$ cat src/rtl/lsu_stage_pkg.sv
// Shared encodings for the load/store stage: FSM states, access sizes
// and the funct3 bit that selects unsigned loads.
package lsu_stage_pkg;

  typedef enum logic [1:0] {
    IDLE = 2'd0,
    REQ  = 2'd1,
    RESP = 2'd2
  } lsu_state_t;

  localparam logic [1:0] SZ_B = 2'b00;
  localparam logic [1:0] SZ_H = 2'b01;
  localparam logic [1:0] SZ_W = 2'b10;

  localparam int F3_UNS = 2;

  // funct3[1:0] of 10 and 11 both mean a full word
  function automatic logic is_word(input logic [1:0] size);
    return (size == SZ_W) || (size == 2'b11);
  endfunction

endpackage

$ cat src/rtl/lsu_stage_if.sv
// Data-memory request/acknowledge bus between the load/store stage
// (master) and the data memory (slave).
interface lsu_stage_if;

  logic        dmem_req;
  logic        dmem_we;
  logic [31:0] dmem_addr;
  logic [31:0] dmem_wdata;
  logic [3:0]  dmem_be;
  logic        dmem_ack;
  logic [31:0] dmem_rdata;

  modport master (
    output dmem_req, dmem_we, dmem_addr, dmem_wdata, dmem_be,
    input  dmem_ack, dmem_rdata
  );

  modport slave (
    input  dmem_req, dmem_we, dmem_addr, dmem_wdata, dmem_be,
    output dmem_ack, dmem_rdata
  );

endinterface

$ cat src/rtl/lsu_stage_align.sv
// Combinational lane logic: store replication/byte enables, the
// misalignment check, and load byte/half extraction with extension.
module lsu_align
  import lsu_stage_pkg::*;
(
  input  logic [1:0]  size,
  input  logic [1:0]  off,
  input  logic [31:0] store_data,
  output logic [31:0] st_wdata,
  output logic [3:0]  st_be,
  output logic        mis,
  input  logic [1:0]  ld_size,
  input  logic        ld_uns,
  input  logic [1:0]  ld_off,
  input  logic [31:0] rdata,
  output logic [31:0] ld_data
);

  function automatic logic [31:0] ext8(input logic [7:0] b, input logic uns);
    return uns ? {24'b0, b} : {{24{b[7]}}, b};
  endfunction

  function automatic logic [31:0] ext16(input logic [15:0] h, input logic uns);
    return uns ? {16'b0, h} : {{16{h[15]}}, h};
  endfunction

  logic [7:0]  byte_sel;
  logic [15:0] half_sel;

  always_comb begin
    st_wdata = store_data;
    st_be    = 4'b1111;
    mis      = 1'b0;
    if (size == SZ_B) begin
      st_wdata = {4{store_data[7:0]}};
      st_be    = 4'b0001 << off;
    end else if (size == SZ_H) begin
      st_wdata = {2{store_data[15:0]}};
      st_be    = off[1] ? 4'b1100 : 4'b0011;
      mis      = off[0];
    end else begin
      mis      = (off != 2'b00);
    end
  end

  // Lane choice uses the offset captured at accept, not the live address
  always_comb begin
    byte_sel = rdata[{ld_off, 3'b000} +: 8];
    half_sel = ld_off[1] ? rdata[31:16] : rdata[15:0];
    if (is_word(ld_size))
      ld_data = rdata;
    else if (ld_size == SZ_H)
      ld_data = ext16(half_sel, ld_uns);
    else
      ld_data = ext8(byte_sel, ld_uns);
  end

endmodule

$ cat src/rtl/lsu_stage.sv
// Memory-access stage: issues one data-memory transaction per accepted
// load/store, stalls the core while it is outstanding, aborts on timeout.
module lsu_stage
  import lsu_stage_pkg::*;
#(
  parameter int TIMEOUT = 255,
  parameter int CNT_W   = 8
) (
  input  logic        clk,
  input  logic        rst,
  input  logic        memRead,
  input  logic        memWrite,
  input  logic [2:0]  funct3,
  input  logic [31:0] aluResult,
  input  logic [31:0] storeData,
  output logic        stall,
  output logic        done,
  output logic [31:0] loadData,
  output logic        misalign,
  output logic        timeoutErr,
  lsu_stage_if.master dmem
);

  lsu_state_t       state;
  logic [CNT_W-1:0] cnt;
  logic [2:0]       funct3_q;
  logic [1:0]       off_q;

  logic        is_mem;
  logic        mis;
  logic        acc;
  logic [31:0] st_wdata;
  logic [3:0]  st_be;
  logic [31:0] ld_data;

  lsu_align u_align (
    .size       (funct3[1:0]),
    .off        (aluResult[1:0]),
    .store_data (storeData),
    .st_wdata   (st_wdata),
    .st_be      (st_be),
    .mis        (mis),
    .ld_size    (funct3_q[1:0]),
    .ld_uns     (funct3_q[F3_UNS]),
    .ld_off     (off_q),
    .rdata      (dmem.dmem_rdata),
    .ld_data    (ld_data)
  );

  assign is_mem   = memRead | memWrite;
  assign acc      = is_mem & ~mis;
  assign misalign = (state == IDLE) & is_mem & mis;

  // Reset forces stall low at once so the core is not frozen by a dead access
  always_comb begin
    stall = 1'b0;
    case (state)
      IDLE:    stall = acc;
      REQ:     stall = 1'b1;
      default: stall = 1'b0;
    endcase
    if (rst) stall = 1'b0;
  end

  always_ff @(posedge clk or posedge rst) begin
    if (rst) begin
      state           <= IDLE;
      cnt             <= '0;
      funct3_q        <= '0;
      off_q           <= '0;
      dmem.dmem_req   <= 1'b0;
      dmem.dmem_we    <= 1'b0;
      dmem.dmem_addr  <= '0;
      dmem.dmem_wdata <= '0;
      dmem.dmem_be    <= '0;
      loadData        <= '0;
      done            <= 1'b0;
      timeoutErr      <= 1'b0;
    end else begin
      case (state)
        IDLE: begin
          done       <= 1'b0;
          timeoutErr <= 1'b0;
          cnt        <= '0;
          if (acc) begin
            // Both strobes high is a store
            dmem.dmem_req   <= 1'b1;
            dmem.dmem_we    <= memWrite;
            dmem.dmem_addr  <= {aluResult[31:2], 2'b00};
            dmem.dmem_wdata <= st_wdata;
            dmem.dmem_be    <= memWrite ? st_be : 4'b1111;
            funct3_q        <= funct3;
            off_q           <= aluResult[1:0];
            state           <= REQ;
          end
        end
        REQ: begin
          if (dmem.dmem_ack) begin
            dmem.dmem_req <= 1'b0;
            loadData      <= dmem.dmem_we ? 32'd0 : ld_data;
            done          <= 1'b1;
            state         <= RESP;
          end else if (cnt == CNT_W'(TIMEOUT - 1)) begin
            dmem.dmem_req <= 1'b0;
            loadData      <= 32'd0;
            done          <= 1'b1;
            timeoutErr    <= 1'b1;
            state         <= RESP;
          end else begin
            cnt <= cnt + CNT_W'(1);
          end
        end
        RESP: begin
          done       <= 1'b0;
          timeoutErr <= 1'b0;
          cnt        <= '0;
          state      <= IDLE;
        end
        default: state <= IDLE;
      endcase
    end
  end

endmodule

$ cat src/flat_wrapper.sv
// flat-port wrapper written by rule: the top's interface ports become plain ports
module lsu_stage_flat import lsu_stage_pkg::*;
#(
  parameter int TIMEOUT = 255,
  parameter int CNT_W   = 8
)
  (clk, rst, memRead, memWrite, funct3, aluResult, storeData, stall, done, loadData, misalign, timeoutErr, dmem_dmem_req, dmem_dmem_we, dmem_dmem_addr, dmem_dmem_wdata, dmem_dmem_be, dmem_dmem_ack, dmem_dmem_rdata);
  lsu_stage_if dmem_i ();
  input  logic clk;
  input  logic rst;
  input  logic memRead;
  input  logic memWrite;
  input  logic [2:0] funct3;
  input  logic [31:0] aluResult;
  input  logic [31:0] storeData;
  output logic stall;
  output logic done;
  output logic [31:0] loadData;
  output logic misalign;
  output logic timeoutErr;
  output wire logic [$bits(dmem_i.dmem_req)-1:0] dmem_dmem_req;
  output wire logic [$bits(dmem_i.dmem_we)-1:0] dmem_dmem_we;
  output wire logic [$bits(dmem_i.dmem_addr)-1:0] dmem_dmem_addr;
  output wire logic [$bits(dmem_i.dmem_wdata)-1:0] dmem_dmem_wdata;
  output wire logic [$bits(dmem_i.dmem_be)-1:0] dmem_dmem_be;
  input wire logic [$bits(dmem_i.dmem_ack)-1:0] dmem_dmem_ack;
  input wire logic [$bits(dmem_i.dmem_rdata)-1:0] dmem_dmem_rdata;
  assign dmem_dmem_req = dmem_i.dmem_req;
  assign dmem_dmem_we = dmem_i.dmem_we;
  assign dmem_dmem_addr = dmem_i.dmem_addr;
  assign dmem_dmem_wdata = dmem_i.dmem_wdata;
  assign dmem_dmem_be = dmem_i.dmem_be;
  assign dmem_i.dmem_ack = dmem_dmem_ack;
  assign dmem_i.dmem_rdata = dmem_dmem_rdata;
  lsu_stage #(.TIMEOUT(TIMEOUT), .CNT_W(CNT_W)) u_core (.clk(clk), .rst(rst), .memRead(memRead), .memWrite(memWrite), .funct3(funct3), .aluResult(aluResult), .storeData(storeData), .stall(stall), .done(done), .loadData(loadData), .misalign(misalign), .timeoutErr(timeoutErr), .dmem(dmem_i));
endmodule
$ cat config.mk
export PLATFORM = sky130hd
export DESIGN_NAME = lsu_stage_flat
export DESIGN_NICKNAME = d
export VERILOG_FILES = /design/src/rtl/lsu_stage_pkg.sv /design/src/rtl/lsu_stage_if.sv /design/src/rtl/lsu_stage_align.sv /design/src/rtl/lsu_stage.sv /design/src/flat_wrapper.sv
export SDC_FILE = /design/constraint.sdc
export NUM_CORES = 1
export LEC_CHECK = 0
export CORE_AREA = 2 2 106 134
export DETAILED_ROUTE_END_ITERATION = 12
export DIE_AREA = 0 0 108 136
export DONT_BUFFER_PORTS = 1
export PLACE_DENSITY = 0.53
export SLEW_MARGIN = 20
export SYNTH_ARGS = -nofsm -noshare
export SYNTH_HDL_FRONTEND = slang
export SYNTH_SLANG_ARGS = --single-unit
$ cat constraint.sdc
create_clock -name clk -period 7.6 [get_ports clk]
set_clock_uncertainty 0.05 [all_clocks]
set_input_delay 1.9 -clock clk [delete_from_list [all_inputs] [get_ports clk]]
set_output_delay 1.9 -clock clk [all_outputs]
set_load 0.01 [all_outputs]
==> impl_metrics.tcl, run 1 <==
set metrics [dict create \
    nNetsFinal 574 \
    slew_headroom 0.4054 \
    cts_htree_levels 4 \
    dpl_cell_area_um2 5638 \
    holdBufCountCts 0 \
    die-area_um2 14690 \
    wl_per_cell_um 20.93 \
    hold_start "u_core.funct3_q[2]$_DFFE_PP0P_" \
    nFillCells 1269 \
    setup_viol 0 \
    clock_sinks 117 \
    syn_area_per_cell_um2 11.62 \
    final_util 0.4585 \
    synth_edf_count 0 \
    stdcell_count 657 \
    critPathKind "in2out" \
    final_area_um2 6196 \
    cp-end-kind "primary output" \
    synth-main-ff-cell "dfrtp_1" \
    netlist_area_um2 5542 \
    reg2reg_from "u_core.state[1]$_DFFE_PP0P_" \
    synth_cell_types 52 \
    synth_area_leaders "dfrtp_1 53%, mux2_2 7.7%, mux2i_1 6.1%" \
    ant_nets 0 \
    rsz0062_at_grt "false" \
    syn_to_final_growth_pct 11.81 \
    final_common_cell "dfrtp_1" \
    min_path_cells 1 \
    ir_drop_uv 168.7 \
    tns_ps 0 \
    gp_congestion 0.7772 \
    clk_pin_slew_ps 50 \
    min-delay-path-class "reg2reg" \
    ios 210 \
    synth_warnings 0 \
    pre_cts_slack_ps 2546 \
    vias 3671 \
    p_leak_nw 2.628 \
    dp_hpwl_mm 9.852 \
    grt-busiest-layer "met2" \
    root_buffer "clkbuf_16" \
    cts_tree "built" \
    arrival_ps 3070 \
    first_pass_iters 4 \
    grt_max_degree 81 \
    antenna_found_initial 1 \
    grt_pass1_wl_mm 21.05 \
    use_met1 0.2144 \
    drt_iter0_drc 167 \
    chipHeight_um 136 \
    globalRoute.totalOverflow 0 \
    die_x_um 108 \
    cts-resized-gates 0 \
    synth-seq-area-share 0.5283 \
    grt_pass1_vias 3874 \
    required_ps 5650 \
    r2r-end "u_core.dmem.dmem_addr[5]$_DFFE_PP0P_" \
    p_per_area_nw_per_um2 385.1 \
    use_met2 0.3071 \
    async_flop_share 1.000 \
    status "completed" \
    r2r_slack_ps 5220 \
    core_um2 13510 \
    critPathLaunchType "input pin" \
    syn_inst 477 \
    worst_skew_pair.late_latency_ps 410 \
    grt_use_met3 0.09971 \
    postCtsSetupBuffers 0 \
    grt_use_total 0.1910 \
    max_cap_viol_count 0 \
    period_share 0.6602 \
    layout_setup_ws_ps 2582 \
    layout_common_cells "116 x dfrtp_1, 38 x mux2_2, 38 x o21ai_0, 34 x mux2i_1, 31 x nand2_1" \
    hold_viol 0 \
    synth_top_area_frac 0.5283 \
    clockBufferDepth 2 \
    std_cell_rows 48 \
    worstRegToRegCells 4 \
    min_to "u_core.funct3_q[2]$_DFFE_PP0P_" \
    yosysTopAreaCell "dfrtp_1" \
    routed_wl_mm 13.75 \
    cts_buffers 17 \
    drc_errors 0 \
    fin_crit_ps 5018 \
    fmax_mhz 199.3 \
    drive_above_1_share 0.1996 \
    tightest_slew_ps 891.9 \
    final_max_slew_viol_count 0 \
    dp_cells 623 \
    worstPathMaxFanout 20 \
    viasPerCell 5.588 \
    initial_core_util 0.4101 \
    ys_ff_latch 117 \
    portBuffers 0 \
]
==> final cells by class <==
cell class	count	area (um2)	area share
sequential	117	2929	0.4727
multi-input combinational	322	2447	0.3950
timing repair buffer	3	42.54	0.006866
antenna	1	2.502	0.0004039
clock buffer	18	439.2	0.07088
clock inverter	14	87.58	0.01414
inverter	7	28.78	0.004645
tap	175	219.0	0.03534
==> flip-flops by register name, indices dropped and copies added (netlist names) <==
register,flops
u_core.dmem.dmem_wdata,32
u_core.loadData,32
u_core.dmem.dmem_addr,30
u_core.cnt,8
u_core.dmem.dmem_be,4
u_core.funct3_q,3
u_core.off_q,2
u_core.state,2
u_core.dmem.dmem_req,1
u_core.dmem.dmem_we,1
u_core.done,1
u_core.timeoutErr,1
==> layer usage <==
layer  vias up  wire length (um)
met5         -                 0
met2       158              6659
met1      1794              5263
met4         0               298
met3        24              1530
li1       1695                 -
==> how the worst max path moves through the flow <==
| stage | from | end | slack, ps |
|---|---|---|---|
| CTS | aluResult[0] | stall | 2550 |
| finish | aluResult[0] | stall | 2580 |
| floorplan | rst | u_core.cnt[0]$_DFFE_PP0P_ | 2550 |
| global route | aluResult[0] | stall | 2410 |
| detailed placement | aluResult[0] | stall | 2550 |
| global placement | aluResult[0] | stall | 2560 |
==> worst max-delay path, stage by stage <==
cell and delay, ps:
o21ai_1 240, o2111ai_4 400, a211oi_1 520
==> cells in the mapped netlist (2+ instances only) <==
cell       count
and2_1         2
nand3_1       10
ha_1           2
nor2_2         2
a21oi_1       28
xor2_1         4
buf_2         16
o22ai_1        9
clkbuf_1       9
a22o_1         9
nor2b_1       27
inv_1          6
o2bb2ai_1     13
o2bb2ai_2     10
buf_1          2
nand2b_1       2
buf_4          4
a211o_1        7
mux2_1        10
nor2_1        20
nand2_1       31
mux2_2        38
o21ai_0       38
mux2i_1       34
dfrtp_1      117
==> stage by stage <==
stage,total power [mW],hold WS [ps]
6_report,2.386,495.0
5_1_grt,2.530,507.9
4_1_cts,2.413,491.1
3_5_place_dp,1.696,477.9
3_3_place_gp,1.674,471.7
2_1_floorplan,1.551,447.2
==> report_power, final <==
part / switching (mW) / leakage, nW / total (mW) / internal [mW]
Sequential: 0.346 / 1.45 / 1.20 / 0.852
Clock: 0.288 / 0.257 / 0.708 / 0.420
Combinational: 0.220 / 0.924 / 0.480 / 0.260
==> logic make-up after synthesis <==
family,Yosys count,share of synthesized area
AND/OR/NAND/NOR,107,0.1023
flip-flops,117,0.5283
adder cells (fa/ha/maj),2,0.004515
buffers and inverters,39,0.03409
other,1,0.0006767
multiplexers,82,0.1590
AO/OA/AOI/OAI,124,0.1632
XOR/XNOR,5,0.007902
Power figures use the tool's default switching activity.
==> inputs of run 2 (changes only) <==
--- a/config.mk
+++ b/config.mk
@@ -5,9 +5,10 @@
 export SDC_FILE = /design/constraint.sdc
 export NUM_CORES = 1
 export LEC_CHECK = 0
-export CORE_AREA = 2 2 106 134
+export ABC_AREA = 1
+export CORE_AREA = 2 2 107 135
 export DETAILED_ROUTE_END_ITERATION = 12
-export DIE_AREA = 0 0 108 136
+export DIE_AREA = 0 0 109 137
 export DONT_BUFFER_PORTS = 1
 export PLACE_DENSITY = 0.53
 export SLEW_MARGIN = 20
==> constraint.sdc (replaced) <==
create_clock -name clk -period 4.9 [get_ports clk]
set_clock_uncertainty 0.05 [all_clocks]
set_input_delay 1.225 -clock clk [delete_from_list [all_inputs] [get_ports clk]]
set_output_delay 1.225 -clock clk [all_outputs]
set_load 0.01 [all_outputs]
==> run 2 against run 1 <==
  * Clock power rose by 72%
  * Non-clock buffer count increased by 2
  * Via count grew 27%
  * Register-to-register slack lost 3000 ps
  * Cell count rose by 39%
  * Clock-buffer cell count fell by 1
  * Critical endpoint unchanged
==> impl_metrics.tcl, run 2 <==
set metrics [dict create \
    status "completed" \
    max_cap_viol_count 0 \
    clockBufferDepth 2 \
    hold_start "u_core.funct3_q[2]$_DFFE_PP0P_" \
    critPathLaunchType "input pin" \
    path_cells "inv_2 > nand2_4 > a22oi_2 > nand2_2 > a21oi_1" \
    synth-main-ff-cell "dfrtp_1" \
    synth_area_leaders "dfrtp_1 52%, nand2_1 20%, o21ai_0 4.5%" \
    grt_use_total 0.2125 \
    drive_above_1_share 0.08844 \
    cts_buffers 17 \
    ios 210 \
    first_pass_iters 4 \
    critical_path_buf_inv_count 1 \
    async_flop_share 1.000 \
    cp_top_family "compound AO/OA/AOI/OAI gates" \
    cp_slowest_cell "a21oi_1" \
    core_um2 13630 \
    viasPerCell 5.110 \
    dp_hpwl_mm 11.12 \
    grt_max_degree 75 \
    slew_headroom 0.4884 \
    synth_cell_types 34 \
    pwr-share-comb 0.209 \
    syn_inst 731 \
    worst_skew_pair.late_latency_ps 410 \
    gp_congestion 0.8227 \
    min-delay-path-class "reg2reg" \
    worstPathMaxFanout 21 \
    required_ps 3620 \
    fin_crit_ps 3264 \
    rsz0062_at_grt "false" \
    syn_to_final_growth_pct 11.55 \
    hold_viol 0 \
    cts_tree "built" \
    die_x_um 109 \
    die-area_um2 14930 \
    netlist_area_um2 5667 \
    vias 4665 \
    clkPwrFrac 0.317 \
    antenna_found_initial 3 \
    synth.most_common_cell "nand2_1" \
    final_max_slew_viol_count 0 \
    setup_viol 0 \
    final_common_cell "nand2_1" \
    cts_htree_levels 4 \
    grt_pass1_vias 4464 \
    reg_top3 "u_core.dmem.dmem_wdata (32), u_core.loadData (32), u_core.dmem.dmem_addr (30)" \
    reg2reg_from "u_core.state[0]$_DFFE_PP0P_" \
    period_share 0.6661 \
    p_per_area_nw_per_um2 609.0 \
    tightest_slew_ps 766.4 \
    grt_pass1_wl_mm 24.07 \
    drc_errors 0 \
    intPower_mw 2.372 \
    critical_path.startpoint "funct3[1]" \
    ys_ff_latch 117 \
    p_sw_frac 0.3838 \
    synth_warnings 0 \
    syn_area_per_cell_um2 7.752 \
    synthTopCellsByCount "308 x nand2_1, 117 x dfrtp_1, 67 x nor2_1, 51 x o21ai_0, 48 x inv_1" \
    critPathKind "in2out" \
    ant_nets 0 \
    routed_wl_mm 15.56 \
    postCtsSetupBuffers 0 \
    wl_per_cell_um 17.04 \
    seqPwrFrac 0.475 \
    slowest_delay_ps 240 \
    portBuffers 0 \
    nNetsFinal 828 \
    pre_cts_slack_ps 1366 \
    holdBufCountCts 0 \
    yosysTopAreaCell "dfrtp_1" \
    arrival_ps 1990 \
    std_cell_rows 48 \
    clock_sinks 117 \
    root_buffer "clkbuf_16" \
    layout_common_cells "307 x nand2_1, 117 x dfrtp_1, 67 x nor2_1, 51 x o21ai_0, 47 x inv_1" \
    drt_iter0_drc 214 \
    cts-resized-gates 0 \
    synth_top_area_frac 0.5167 \
    hold_ws_ps 469.4 \
    fmax_mhz 306.4 \
    cp-end-kind "primary output" \
    chipHeight_um 137 \
    synth_edf_count 0 \
    layout_setup_ws_ps 1636 \
    stdcell_count 913 \
    p_leak_nw 3.236 \
    initial_core_util 0.4157 \
    tns_ps 0 \
    clk_pin_slew_ps 60 \
    dp_cells 878 \
    globalRoute.totalOverflow 0 \
    switchingPower_mw 1.478 \
    synth-seq-area-share 0.5167 \
    ir_drop_uv 229.4 \
]
==> run 2: changes by cell type in the layout (fill, tap and decap cells not counted), moves of 9 or more <==
cell,delta
nand2_1,+276
a22o_1,-9
o2bb2ai_2,-10
inv_1,+42
a21oi_1,-18
mux2i_1,-34
o2bb2ai_1,-13
nor2b_1,-27
mux2_2,-38
mux2_1,-10
o21ai_0,+13
o21bai_1,+17
nor2_1,+47
==> run 2: kinds of logic after synthesis <==
group,Yosys count,synth area share
buffers and inverters,88,0.07264
other,1,0.0006618
XOR/XNOR,4,0.006182
AND/OR/NAND/NOR,420,0.2976
adder cells (fa/ha/maj),2,0.004415
AO/OA/AOI/OAI,99,0.1018
flip-flops,117,0.5167
==> run 2: final timing paths <==
kind,endpoint,slack [ps],cells past startpoint
hold reg to reg,u_core.funct3_q[2]$_DFFE_PP0P_,470,2
max in group asynchronous,u_core.state[1]$_DFFE_PP0P_,3130,2
min in group asynchronous,u_core.cnt[4]$_DFFE_PP0P_,700,1
hold / removal,u_core.funct3_q[2]$_DFFE_PP0P_,470,2
setup reg to reg,u_core.dmem.dmem_addr[8]$_DFFE_PP0P_,2260,7
setup / recovery,stall,1640,5
==> run 2: area by class of cell <==
class | instances | area, um2
Clock buffer | 17 | 425.4
Sequential cell | 117 | 2928
Multi-Input combinational cell | 527 | 2333
Timing Repair Buffer | 5 | 37.54
Clock inverter | 15 | 157.7
Tap cell | 175 | 219.0
Antenna cell | 3 | 7.507
Inverter | 54 | 212.7
Fill cell | 1341 | 7312
==> run 2: power groups by stage <==
stage	logic (mW)	clock network [mW]	registers [mW]
after floorplan	0.723	0	1.70
after global placement	0.788	0	1.85
after detailed placement	0.814	0	1.84
after CTS	0.814	1.24	1.84
after global routing	0.944	1.30	1.88
final	0.803	1.22	1.83
==> run 2: metal layers <==
metal  share of wire  track usage  vias up
li1                -            -     2271
met1            0.38       0.2484     2182
met2            0.50       0.3427      193
met3            0.10      0.09619       19
met4           0.016      0.07621        0
met5               0            0        -
==> run 2: worst min-delay path, delay by kind of cell (launching register included) <==
family | cells | cell delay [ps]
flip-flops | 1 | 370
AND/OR/NAND/NOR | 2 | 120
==> run 2: per-stage QoR <==
stage	utilization	total power, mW	cell area (um2)
4_1_cts	0.4631	3.894	6314
6_report	0.4637	3.850	6321
3_5_place_dp	0.4203	2.659	5731
2_1_floorplan	-	2.418	5670
5_1_grt	0.4637	4.120	6321
3_3_place_gp	0.4203	2.634	5731
